==> config.mk <==
export PLATFORM = sky130hd
export DESIGN_NAME = cpc_rom_loader
export DESIGN_NICKNAME = d
export VERILOG_FILES = /design/src/rtl/cpc_rom_loader.sv
export SDC_FILE = /design/constraint.sdc
export NUM_CORES = 1
export LEC_CHECK = 0
export BUFFER_PORTS_ARGS = -buffer_cell sky130_fd_sc_hd__buf_2
export CAP_MARGIN = 25
export CORE_ASPECT_RATIO = 1.2
export CORE_UTILIZATION = 45
export DETAILED_ROUTE_END_ITERATION = 8
export PLACE_DENSITY = 0.77
export REMOVE_ABC_BUFFERS = 1
export SLEW_MARGIN = 15
export SYNTH_ARGS = -nofsm -noshare
export SYNTH_HDL_FRONTEND = slang
export SYNTH_SLANG_ARGS = --single-unit
==> constraint.sdc <==
create_clock -name i_clk_sys -period 5.4 [get_ports i_clk_sys]
set_input_delay 0.81 -clock i_clk_sys [delete_from_list [all_inputs] [get_ports i_clk_sys]]
set_output_delay 0.81 -clock i_clk_sys [all_outputs]
set_load 0.01 [all_outputs]
==> src/rtl/cpc_rom_loader.sv <==
// ROM download loader: maps hps_io index-0 bytes onto SDRAM pages/banks and
// drains them through a small FIFO into the SDRAM boot write port, one per ce_ref.
//
// state   | meaning
// S_IDLE  | no boot write presented; boot_wr low
// S_WRITE | boot_a/bank/dout hold a write the SDRAM samples at the next ce_ref
module cpc_rom_loader #(
    parameter int FIFO_DEPTH = 4
) (
    input  logic        i_clk_sys,
    input  logic        i_reset,
    input  logic        i_ce_ref,
    input  logic        i_ioctl_download,
    input  logic [7:0]  i_ioctl_index,
    input  logic        i_ioctl_wr,
    input  logic [24:0] i_ioctl_addr,
    input  logic [7:0]  i_ioctl_dout,
    output logic        o_ioctl_wait,
    output logic        o_boot_wr,
    output logic [22:0] o_boot_a,
    output logic [1:0]  o_boot_bank,
    output logic [7:0]  o_boot_dout,
    output logic        o_active,
    output logic        o_done,
    output logic [15:0] o_skipped
);

    localparam int AW = $clog2(FIFO_DEPTH);
    localparam logic [AW:0] WAIT_CNT = (AW+1)'(FIFO_DEPTH - 1);
    localparam logic [AW:0] FULL_CNT = (AW+1)'(FIFO_DEPTH);
    localparam logic [AW:0] PTR_ONE  = {{AW{1'b0}}, 1'b1};

    typedef enum logic {S_IDLE, S_WRITE} state_t;

    state_t      r_state;
    state_t      w_state_next;

    logic [32:0] r_mem [FIFO_DEPTH];
    logic [AW:0] r_wr_ptr;
    logic [AW:0] r_rd_ptr;
    logic [AW:0] w_count;
    logic        w_empty;
    logic        w_full;

    logic        r_wait;
    logic [22:0] r_boot_a;
    logic [1:0]  r_boot_bank;
    logic [7:0]  r_boot_dout;
    logic        r_active;
    logic        r_done;
    logic        r_dl_d;
    logic [15:0] r_skipped;

    logic        w_dl0;
    logic        w_accept;
    logic [10:0] w_slot;
    logic        w_in_range;
    logic [8:0]  w_page;
    logic [32:0] w_entry;
    logic [32:0] w_head;
    logic        w_push;
    logic        w_pop;
    logic        w_skip;
    logic        w_clear;

    assign w_dl0      = i_ioctl_download & (i_ioctl_index == 8'd0);
    assign w_accept   = w_dl0 & i_ioctl_wr;
    assign w_slot     = i_ioctl_addr[24:14];
    assign w_in_range = (w_slot[10:3] == 8'd0);
    assign w_skip     = w_accept & ~w_in_range;

    assign w_count = r_wr_ptr - r_rd_ptr;
    assign w_empty = (w_count == '0);
    assign w_full  = (w_count == FULL_CNT);
    assign w_head  = r_mem[r_rd_ptr[AW-1:0]];

    // a full FIFO can still take a byte in the same cycle it pops one
    assign w_push  = w_accept & w_in_range & (~w_full | w_pop);

    always_comb begin
        w_page = 9'h000;
        case (w_slot[1:0])
            2'd0:    w_page = 9'h000;
            2'd1:    w_page = 9'h100;
            2'd2:    w_page = 9'h107;
            default: w_page = 9'h1ff;
        endcase
    end

    assign w_entry = {1'b0, w_slot[2], w_page, i_ioctl_addr[13:0], i_ioctl_dout};

    always_comb begin
        w_state_next = r_state;
        w_pop        = 1'b0;
        case (r_state)
            S_IDLE: begin
                if (i_ce_ref && !w_empty) begin
                    w_pop        = 1'b1;
                    w_state_next = S_WRITE;
                end
            end
            S_WRITE: begin
                if (i_ce_ref) begin
                    if (!w_empty) begin
                        w_pop = 1'b1;
                    end else begin
                        w_state_next = S_IDLE;
                    end
                end
            end
        endcase
    end

    assign w_clear = ~i_ioctl_download & w_empty & (r_state == S_IDLE);

    always_ff @(posedge i_clk_sys) begin
        if (w_push) begin
            r_mem[r_wr_ptr[AW-1:0]] <= w_entry;
        end
    end

    always_ff @(posedge i_clk_sys) begin
        if (i_reset) begin
            r_state     <= S_IDLE;
            r_wr_ptr    <= '0;
            r_rd_ptr    <= '0;
            r_wait      <= 1'b0;
            r_boot_a    <= '0;
            r_boot_bank <= '0;
            r_boot_dout <= '0;
            r_active    <= 1'b0;
            r_done      <= 1'b0;
            r_dl_d      <= 1'b0;
            r_skipped   <= '0;
        end else begin
            r_state <= w_state_next;
            if (w_push) begin
                r_wr_ptr <= r_wr_ptr + PTR_ONE;
            end
            if (w_pop) begin
                r_rd_ptr                               <= r_rd_ptr + PTR_ONE;
                {r_boot_bank, r_boot_a, r_boot_dout}   <= w_head;
            end
            r_wait <= (w_count >= WAIT_CNT);
            if (w_skip && (r_skipped != 16'hFFFF)) begin
                r_skipped <= r_skipped + 16'd1;
            end
            r_dl_d <= w_dl0;
            r_done <= r_active & w_clear;
            if (w_dl0 && !r_dl_d) begin
                r_active <= 1'b1;
            end else if (w_clear) begin
                r_active <= 1'b0;
            end
        end
    end

    // hps_io must have honoured ioctl_wait; a byte arriving into a full FIFO is lost
    always_ff @(posedge i_clk_sys) begin
        if (!i_reset) begin
            assert (!(w_accept && w_in_range && w_full && !w_pop));
        end
    end

    assign o_ioctl_wait = r_wait;
    assign o_boot_wr    = (r_state == S_WRITE);
    assign o_boot_a     = r_boot_a;
    assign o_boot_bank  = r_boot_bank;
    assign o_boot_dout  = r_boot_dout;
    assign o_active     = r_active;
    assign o_done       = r_done;
    assign o_skipped    = r_skipped;

endmodule

Yosys cells after proc, flatten, opt, wreduce, memory -nomap -nowiden. Memory sizes are Yosys's and may differ from the RTL's. A register that Yosys moved wholly into a read port is not among the register bits. Index checks and enable logic that the tools add are counted.

$add $sub $neg: 4. $lt $le $gt $ge: 1. Equal/unequal tests: 4. Muxes and demuxes: 11. Bitwise logic cells: 13. Reduce and logical (&&, ||, !) cells: 10.

Operator list (number): 9-bit one-hot mux with 3 select lines (1); 16-bit by 1-bit adder with 16-bit output (second input constant) (1); 8-bit zero test (2); 16-bit inequality test (second input constant) (1); 1-bit AND (8); 1-bit two-way mux (8); 3-bit by 1-bit adder with 3-bit output (second input constant) (2); 1-bit NOT (4); 1-bit one-hot mux with 2 select lines (2); 3-bit equality test (second input constant) (1); 3-bit by 2-bit greater-or-equal comparator with 1-bit output (second input constant) (1); 1-bit logical AND (3); 3-bit zero test (1); 3-bit subtractor (1); 2-bit by 1-bit equality test with 1-bit output (second input constant) (1); 2-bit equality test (second input constant) (1); 1-bit zero test (2); 2-bit zero test (1); 2-bit nonzero test (1); 1-bit OR (1).

Flip-flop bits (word level): 29. RAM bits: 128. Input port bits: 46. Output and inout bits: 53. Logic and storage cells: 53. Memories kept: 1.

Memories: r_mem (words 4, bits a word 32, rd ports 1, clocked after Yosys merged registers in 1, write ports 1, RTL line 38) `logic [32:0] r_mem [FIFO_DEPTH];`.

Longest topological paths before layout. Gate-level depths: netlist of run 1.

Word-level depth: 10. Mapped depth: 9. Depth with buffers taken out: 8.

Worst setup path before layout of run 1. OpenSTA, ideal clock, no wires.

Path type: reg2reg. Start point: register r_wr_ptr[0]. End point: memory r_mem[3][0] (netlist bit) (enable). Library setup time: 0.385 ns. Arrival: 2.479 ns. Required time: 5.015 ns. Setup slack: 2.536 ns. Stages on the path, launching flop included: 8. Path buffers: 0. Clock period less this slack: 2.864 ns. Cells stage by stage: dfxtp_1 -> inv_1 -> ha_1 -> fa_1 -> xnor3_1 -> nor3_1 -> nor3_1 -> and2_1.

Word-level cells in the longest chain between the ends: 10. Elaborated cells on any way between the ends: 14. Classes of those cells: add/sub: 1; eq/ne: 1; mux: 6; bitwise: 3; reduce/logical: 3.

Ends and longest elaborated chain: start, declared (RTL line 39) `logic [AW:0] r_wr_ptr;`; start signal, assigned (RTL line 138) `r_wr_ptr <= r_wr_ptr + PTR_ONE;`; 3-bit subtractor (RTL line 72) `assign w_count = r_wr_ptr - r_rd_ptr;`; 3-bit zero test (RTL line 73) `assign w_empty = (w_count == '0);`; 1-bit zero test; 1-bit logical AND (RTL line 97) `if (i_ce_ref && !w_empty) begin`; 1-bit two-way mux (RTL line 97); 1-bit one-hot mux with 2 select lines (RTL line 95) `case (r_state)`; 1-bit OR (RTL line 78) `assign w_push = w_accept & w_in_range & (~w_full | w_pop);`; 1-bit AND (RTL line 78); 1-bit two-way mux (RTL line 117) `if (w_push) begin`; 1-bit two-way mux (not written as such) (RTL line 118) `r_mem[r_wr_ptr[AW-1:0]] <= w_entry;`; end, declared (RTL line 38).

Several ways; a longest one is shown, not always the timed one.

Worst setup path after layout of run 1.
Start point: register r_wr_ptr[0]. End point: memory r_mem[0][0] (netlist bit) (enable).

Same word-level chain as after synthesis.

==> results.py, run 1 <==
metrics = {
    "setup_path": {
        "crit_top_cell": "nor3_1",
        "slowest_stage": "nor3_1",
        "cp_max_fo": 26,
        "critPathKind": "reg -> reg",
        "worstPathCellList": "inv_1 -> ha_1 -> fa_1 -> xnor3_1 -> nor3_1 -> nor3_1 -> and2_1 -> buf_4",
        "end_kind": "flop",
        "r2r_slack_ns": 2.35,
        "crit_buf_inv": 2,
        "worstPathRequired_ns": 5.47,
        "crit_path_start_kind": "flop",
        "arrival_ns": 3.13,
        "crit_family": "simple AND/OR/NAND/NOR gates",
        "critical-path-max-stage-delay_ns": 0.54,
    },
    "sta": {
        "fin_setup_tns_ns": 0,
        "holdWs_ns": 0.451,
        "maxSlewViolCount": 0,
        "skew_ns": 0.00699,
        "layout_worst_path_cycle_share": 0.565,
        "grt_setup_unrepaired": "false",
        "maxSlewHeadroom": 0.357,
        "fmaxAchievable_ghz": 0.327,
        "tightest_slew_ns": 0.964,
        "hold_viol": 0,
        "setup_violations": 0,
        "timing.final.crit_period_ns": 3.05,
    },
    "clock_tree": {
        "cts_buffers": 17,
        "ctsRootBufferMaster": "clkbuf_16",
        "clock_latency_ns": 0.42,
        "cts_setup_buffers": 0,
        "clk_pin_slew_worst_paths_ns": 0.06,
        "postCtsHoldBufs": 0,
        "cts_sinks": 157,
        "cts_tree": "yes",
        "post_cts_resized": 0,
        "htreeDepth": 4,
        "clk_path_buf_depth": 2,
    },
    "synthesis": {
        "yosys.cell_types.count": 41,
        "yosys_most_used_dff": "edfxtp_1",
        "synth-seq-area-share": 0.685,
        "syn_inst": 421,
        "ys_seq_elements": 157,
        "ys_warn_count": 0,
        "syn_area_per_cell_um2": 14.5,
        "synth_area_um2": 6110,
        "async_reset_ff_frac": 0,
        "synth_edf_count": 104,
    },
    "run": {
        "drv_cap": 0,
    },
    "cells_and_area": {
        "drive_gt1_frac": 0.324,
        "insertedDiodeCount": 0,
        "syn_to_final_growth_pct": 20.8,
        "nets": 572,
    },
    "global_route": {
        "antenna_found_initial": 0,
        "grt_max_degree": 54,
        "grt_pass1_wl_um": 19000,
        "gr-total-overflow": 0,
        "grt_pass1_vias": 3890,
        "track_usage": 0.184,
    },
    "placement": {
        "hpwl_um": 7400,
        "gp_congestion": 0.789,
        "numPortBuffers": 97,
    },
    "pwr": {
        "power_density_nw_per_um2": 421,
        "p_leak_nw": 2.65,
        "irDropWorstVdd_uv": 333,
    },
    "floorplan": {
        "die_h_um": 130,
        "initial_utilization": 0.461,
        "ios": 99,
        "die_w_um": 108,
        "core_area_um2": 13200,
        "rows": 46,
        "dieArea_um2": 14000,
    },
    "detailed_routing": {
        "vias": 3763,
        "dr_wl_met2_um": 6200,
        "post_drt_wl_per_cell_um": 16.9,
        "met1Wirelength_um": 4630,
        "totalWireLength_um": 11800,
        "viasPerCell": 5.38,
        "dr.first_iter.drc_count": 337,
        "ant_nets": 0,
        "drtPass1Iterations": 4,
        "wl_met3_um": 795,
        "top_layer": "met4",
        "drc": 0,
    },
    "hold_path": {
        "hold_path_class": "reg -> reg",
    },
    "status": {
        "status": "complete, no violations",
    },
}
power breakdown:
part / internal (W) / leakage, nW / switching, W
registers: 0.00134 / 1.36 / 0.0000280
logic: 0.000219 / 0.973 / 0.000296
clock network: 0.000768 / 0.312 / 0.000457
per-stage QoR:
stage               worst slack, ns  power, W  cell area (µm²)  std cells  utilization
floorplan                      1.64   0.00171             5970        394            -
global placement               2.46   0.00189             6740        666        0.509
detailed placement             2.34   0.00190             6740        666        0.509
CTS                            2.33   0.00313             7360        698        0.556
global route                   2.14   0.00325             7380        699        0.557
finish                         2.35   0.00310             7380        699        0.557
registers in the layout, indices dropped and copies added, names as in the netlist, named ones only:
name / cells
o_boot_bank: 1
o_skipped: 16
o_active: 1
o_boot_a: 17
o_ioctl_wait: 1
r_rd_ptr: 3
o_boot_dout: 8
r_mem: 104
r_wr_ptr: 3
o_done: 1
r_dl_d: 1
kinds of logic (layout without fill, tap and decap cells):
family	Yosys count	in the layout	share of synthesized area
xor gates and xnor gates	6	6	0.0109
and+or+nand+nor	127	127	0.106
other	1	1	0.000614
AOI/OAI and AO/OA	61	61	0.0547
muxes	28	28	0.0992
adders and majority gates	8	8	0.0176
buffers and inverters	33	143	0.0256
DFF	157	157	0.685
worst paths after layout:
kind,startpoint,to,depth (start not counted)
worst max-delay path,r_wr_ptr[0],r_mem[0][0],8
worst min register to register,o_boot_dout[0],o_boot_dout[0],2
worst min-delay path,o_boot_dout[0],o_boot_dout[0],2
worst max register to register,r_wr_ptr[0],r_mem[0][0],8
layout by cell type, fill, tap and decap left out, types with 5 or more instances in the layout:
cell       netlist  layout
dfxtp_1         53      52
edfxtp_1       104     104
a21oi_1         43      43
and2_1           6       6
nand2_1         64      64
o21ai_1          5       5
buf_2            5      97
nor3_1           5       5
nor2_1          12      12
buf_4            7       7
ha_1             7       7
nand3_1          8       8
or4_1            6       6
clkbuf_16        0      17
mux4_2          26      26
inv_1            6       6
or3_1            9       9
layer usage:
metal / GRT usage / vias up
met3: 0.0543 / 15
li1: - / 1769
met4: 0.0684 / 0
met5: 0 / -
met1: 0.200 / 1849
met2: 0.338 / 130
cell usage after synthesis (3+ instances only):
cell      count  area [µm²]
xnor2_1       3        26.3
buf_2         5        25.0
ha_1          7        87.6
a21oi_1      43         215
nand3_1       8        40.0
buf_4         7        52.6
edfxtp_1    104        3120
nor3_1        5        25.0
o31ai_1       4        30.0
nor2_1       12        45.0
clkbuf_1     15        56.3
and2_1        6        37.5
nand2_1      64         240
inv_1         6        22.5
nor4_1        3        18.8
dfxtp_1      53        1060
o21ai_0       4        20.0
or3_1         9        56.3
mux4_2       26         586
or2_2         3        18.8
or4_1         6        45.0
o21ai_1       5        25.0
worst register-to-register path, cell delays in order (launching register included):
cell	delay (ns)
dfxtp_1	0.40
inv_1	0.11
ha_1	0.22
fa_1	0.38
xnor3_1	0.34
nor3_1	0.10
nor3_1	0.54
and2_1	0.24
buf_4	0.36
final cells by class:
cell class | count | area [µm²]
fill | 1078 | 5860
sequential | 157 | 4190
multi-input combinational | 231 | 1780
timing repair buffer | 105 | 553
clock buffer | 20 | 467
tap | 168 | 210
clock inverter | 12 | 160
inverter | 6 | 22.5
No activity file was read; power rests on OpenSTA's default activity.
==> run 2: changes to the inputs <==
--- a/config.mk
+++ b/config.mk
@@ -5,12 +5,13 @@
 export SDC_FILE = /design/constraint.sdc
 export NUM_CORES = 1
 export LEC_CHECK = 0
+export ABC_AREA = 1
 export BUFFER_PORTS_ARGS = -buffer_cell sky130_fd_sc_hd__buf_2
 export CAP_MARGIN = 25
 export CORE_ASPECT_RATIO = 1.2
 export CORE_UTILIZATION = 45
 export DETAILED_ROUTE_END_ITERATION = 8
-export PLACE_DENSITY = 0.77
+export PLACE_DENSITY = 0.76
 export REMOVE_ABC_BUFFERS = 1
 export SLEW_MARGIN = 15
 export SYNTH_ARGS = -nofsm -noshare
==> constraint.sdc (replaced) <==
create_clock -name i_clk_sys -period 3 [get_ports i_clk_sys]
set_input_delay 0.45 -clock i_clk_sys [delete_from_list [all_inputs] [get_ports i_clk_sys]]
set_output_delay 0.45 -clock i_clk_sys [all_outputs]
set_load 0.01 [all_outputs]
==> run 2 against run 1 <==
  * Core utilization down 1.6 points
  * Power up 110%
  * Register-to-register slack worse by 2.0 ns
  * Critical path type unchanged
==> results.py, run 2 <==
metrics = {
    "floorplan": {
        "dieArea_um2": 15100,
        "core_area_um2": 14400,
        "initial_utilization": 0.459,
        "rows": 48,
        "ios": 99,
        "die_w_um": 112,
        "die_h_um": 134,
    },
    "cells_and_area": {
        "insertedDiodeCount": 0,
        "multi_input_area_um2": 2070,
        "drive_gt1_frac": 0.221,
        "layout_commonest_cell": "nor2_1",
        "n_fill_cell": 1208,
        "layout.area.seq_um2": 4190,
        "syn_to_final_growth_pct": 18.1,
        "nets": 796,
        "final_cell_mix": "155 x nor2_1, 104 x edfxtp_1, 97 x buf_2",
        "largest_reg_flops": 104,
    },
    "detailed_routing": {
        "viasPerCell": 5.15,
        "wl_met3_um": 685,
        "drc": 0,
        "top_layer": "met4",
        "ant_nets": 0,
        "met1Wirelength_um": 5880,
        "dr_wl_met2_um": 6840,
        "totalWireLength_um": 13500,
        "dr.first_iter.drc_count": 375,
        "post_drt_wl_per_cell_um": 14.6,
        "drtPass1Iterations": 6,
        "vias": 4787,
    },
    "global_route": {
        "grt_max_degree": 56,
        "gr-total-overflow": 0,
        "grt_pass1_wl_um": 22400,
        "grt_pass1_vias": 4619,
        "antenna_found_initial": 0,
        "track_usage": 0.191,
    },
    "clock_tree": {
        "clk_pin_slew_worst_paths_ns": 0.06,
        "clock_latency_ns": 0.42,
        "cts_tree": "yes",
        "cts_buffers": 17,
        "postCtsHoldBufs": 0,
        "cts_sinks": 157,
        "htreeDepth": 4,
        "ctsRootBufferMaster": "clkbuf_16",
        "clk_path_buf_depth": 2,
        "post_cts_resized": 0,
        "cts_setup_buffers": 0,
    },
    "sta": {
        "hold_viol": 0,
        "setup_violations": 0,
        "grt_setup_unrepaired": "false",
        "holdWs_ns": 0.244,
        "fmaxAchievable_ghz": 0.374,
        "maxSlewHeadroom": 0.627,
        "timing.final.crit_period_ns": 2.68,
        "fin_setup_tns_ns": 0,
        "maxSlewViolCount": 0,
        "tightest_slew_ns": 0.558,
        "layout_worst_path_cycle_share": 0.892,
        "skew_ns": 0.00400,
    },
    "pwr": {
        "clkPwrFrac": 0.339,
        "seqPwrFrac": 0.404,
        "power_density_nw_per_um2": 828,
        "comb_power_share": 0.257,
        "irDropWorstVdd_uv": 508,
        "p_leak_nw": 2.95,
        "p_int_w": 0.00440,
        "swShare": 0.317,
        "power_switching_w": 0.00204,
    },
    "setup_path": {
        "crit_buf_inv": 2,
        "crit_path_start_kind": "flop",
        "end_kind": "flop",
        "critical-path-max-stage-delay_ns": 0.41,
        "r2r_slack_ns": 0.32,
        "critPathKind": "reg -> reg",
        "slowest_stage": "fa_1",
        "crit_top_cell": "nand3_1",
        "worstPathRequired_ns": 3.08,
        "arrival_ns": 2.76,
        "worstPathCellList": "inv_1 -> ha_1 -> fa_1 -> xnor2_1 -> nand2_2 -> nand3_1 -> nand3_1 -> nor2_2 -> buf_4",
        "crit_family": "simple AND/OR/NAND/NOR gates",
        "cp_max_fo": 26,
    },
    "synthesis": {
        "syn_area_per_cell_um2": 10.1,
        "ys_seq_elements": 157,
        "yosys.cell_types.count": 33,
        "yosysMostFrequentCell": "nor2_1",
        "synth_area_leaders": "edfxtp_1 47%, dfxtp_1 16%, nor2_1 9.1%, o21ai_0 6.9%, nand2_1 3.6%",
        "synth.largest_area_cell": "edfxtp_1",
        "async_reset_ff_frac": 0,
        "synth-seq-area-share": 0.636,
        "synth_area_um2": 6580,
        "ys_warn_count": 0,
        "netlist_top_cells_count": "159 x nor2_1, 104 x edfxtp_1, 91 x o21ai_0",
        "syn_inst": 653,
        "post-synth-top-area-fraction": 0.474,
        "synth_edf_count": 104,
        "yosys_most_used_dff": "edfxtp_1",
    },
    "hold_path": {
        "hold_path_class": "in -> reg",
    },
    "placement": {
        "numPortBuffers": 97,
        "hpwl_um": 8550,
        "gp_congestion": 0.850,
    },
    "status": {
        "status": "complete, no violations",
    },
    "run": {
        "drv_cap": 0,
    },
}
-- run 2: changes by cell type in the layout (fill, tap and decap cells not counted), moves of 5 or more --
| cell | before | now |
|---|---|---|
| nor2_1 | 12 | 155 |
| o21ai_0 | 4 | 91 |
| mux4_2 | 26 | 0 |
| a21oi_1 | 43 | 19 |
| nand3_1 | 8 | 31 |
| inv_1 | 6 | 24 |
| nor2_2 | 0 | 13 |
| o21ai_1 | 5 | 16 |
| or3_1 | 9 | 0 |
| and2_1 | 6 | 0 |
| or4_1 | 6 | 0 |
| nand4_1 | 2 | 7 |
-- run 2: power by group through the flow --
stage	sequential, W	combinational (W)	clock, W
2_1_floorplan	0.00285	0.000855	0
4_1_cts	0.00260	0.00167	0.00221
6_report	0.00260	0.00166	0.00218
3_5_place_dp	0.00264	0.00166	0
3_3_place_gp	0.00264	0.00163	0
5_1_grt	0.00262	0.00190	0.00231
-- run 2: area by class of cell --
class / instances / share of cell area
repair buffers: 109 / 0.0766
flip-flops and latches: 157 / 0.538
clock buffers: 19 / 0.0570
inverters: 26 / 0.0129
multi-input cells: 431 / 0.266
clock inverters: 13 / 0.0211
well taps: 175 / 0.0282
-- run 2: worst reg2reg max path: stages, from the launching register on --
cell and delay, ns:
dfxtp_1 0.38, inv_1 0.11, ha_1 0.22, fa_1 0.41, xnor2_1 0.20, nand2_2 0.08
nand3_1 0.17, nand3_1 0.26, nor2_2 0.15, buf_4 0.35
-- run 2: final timing paths --
check	to	cells past startpoint	start
min	r_mem[2][11]	1	i_ioctl_addr[3]
max	r_mem[0][10]	9	r_wr_ptr[0]
min reg2reg	o_active	3	r_dl_d
max reg2reg	r_mem[0][10]	9	r_wr_ptr[0]
-- run 2: layer usage --
layer  vias to the layer above  track usage
met4                         0       0.0600
met2                       150        0.338
li1                       2382            -
met5                         -            0
met1                      2237        0.233
met3                        18       0.0422
-- run 2: kinds of logic (layout without fill, tap and decap cells) --
logic type               Yosys count  count (layout)  share of synthesized area
AND/OR/NAND/NOR                  285             285                      0.185
flip-flops                       157             157                      0.636
AO/OA/AOI/OAI                    127             127                     0.0971
buffers and inverters             65             167                     0.0525
XOR/XNOR                          10              10                     0.0133
adder cells (fa/ha/maj)            8               8                     0.0163
other                              1               1                   0.000570
-- run 2: per-stage QoR --
step	utilization	setup WS [ns]	total power, W	instance area, µm²	instances
floorplan	-	-0.733	0.00371	6340	614
global route	0.542	0.102	0.00683	7780	930
detailed placement	0.498	0.306	0.00431	7150	897
finish	0.542	0.325	0.00644	7780	930
CTS	0.541	0.301	0.00649	7760	929
global placement	0.498	0.416	0.00426	7150	897
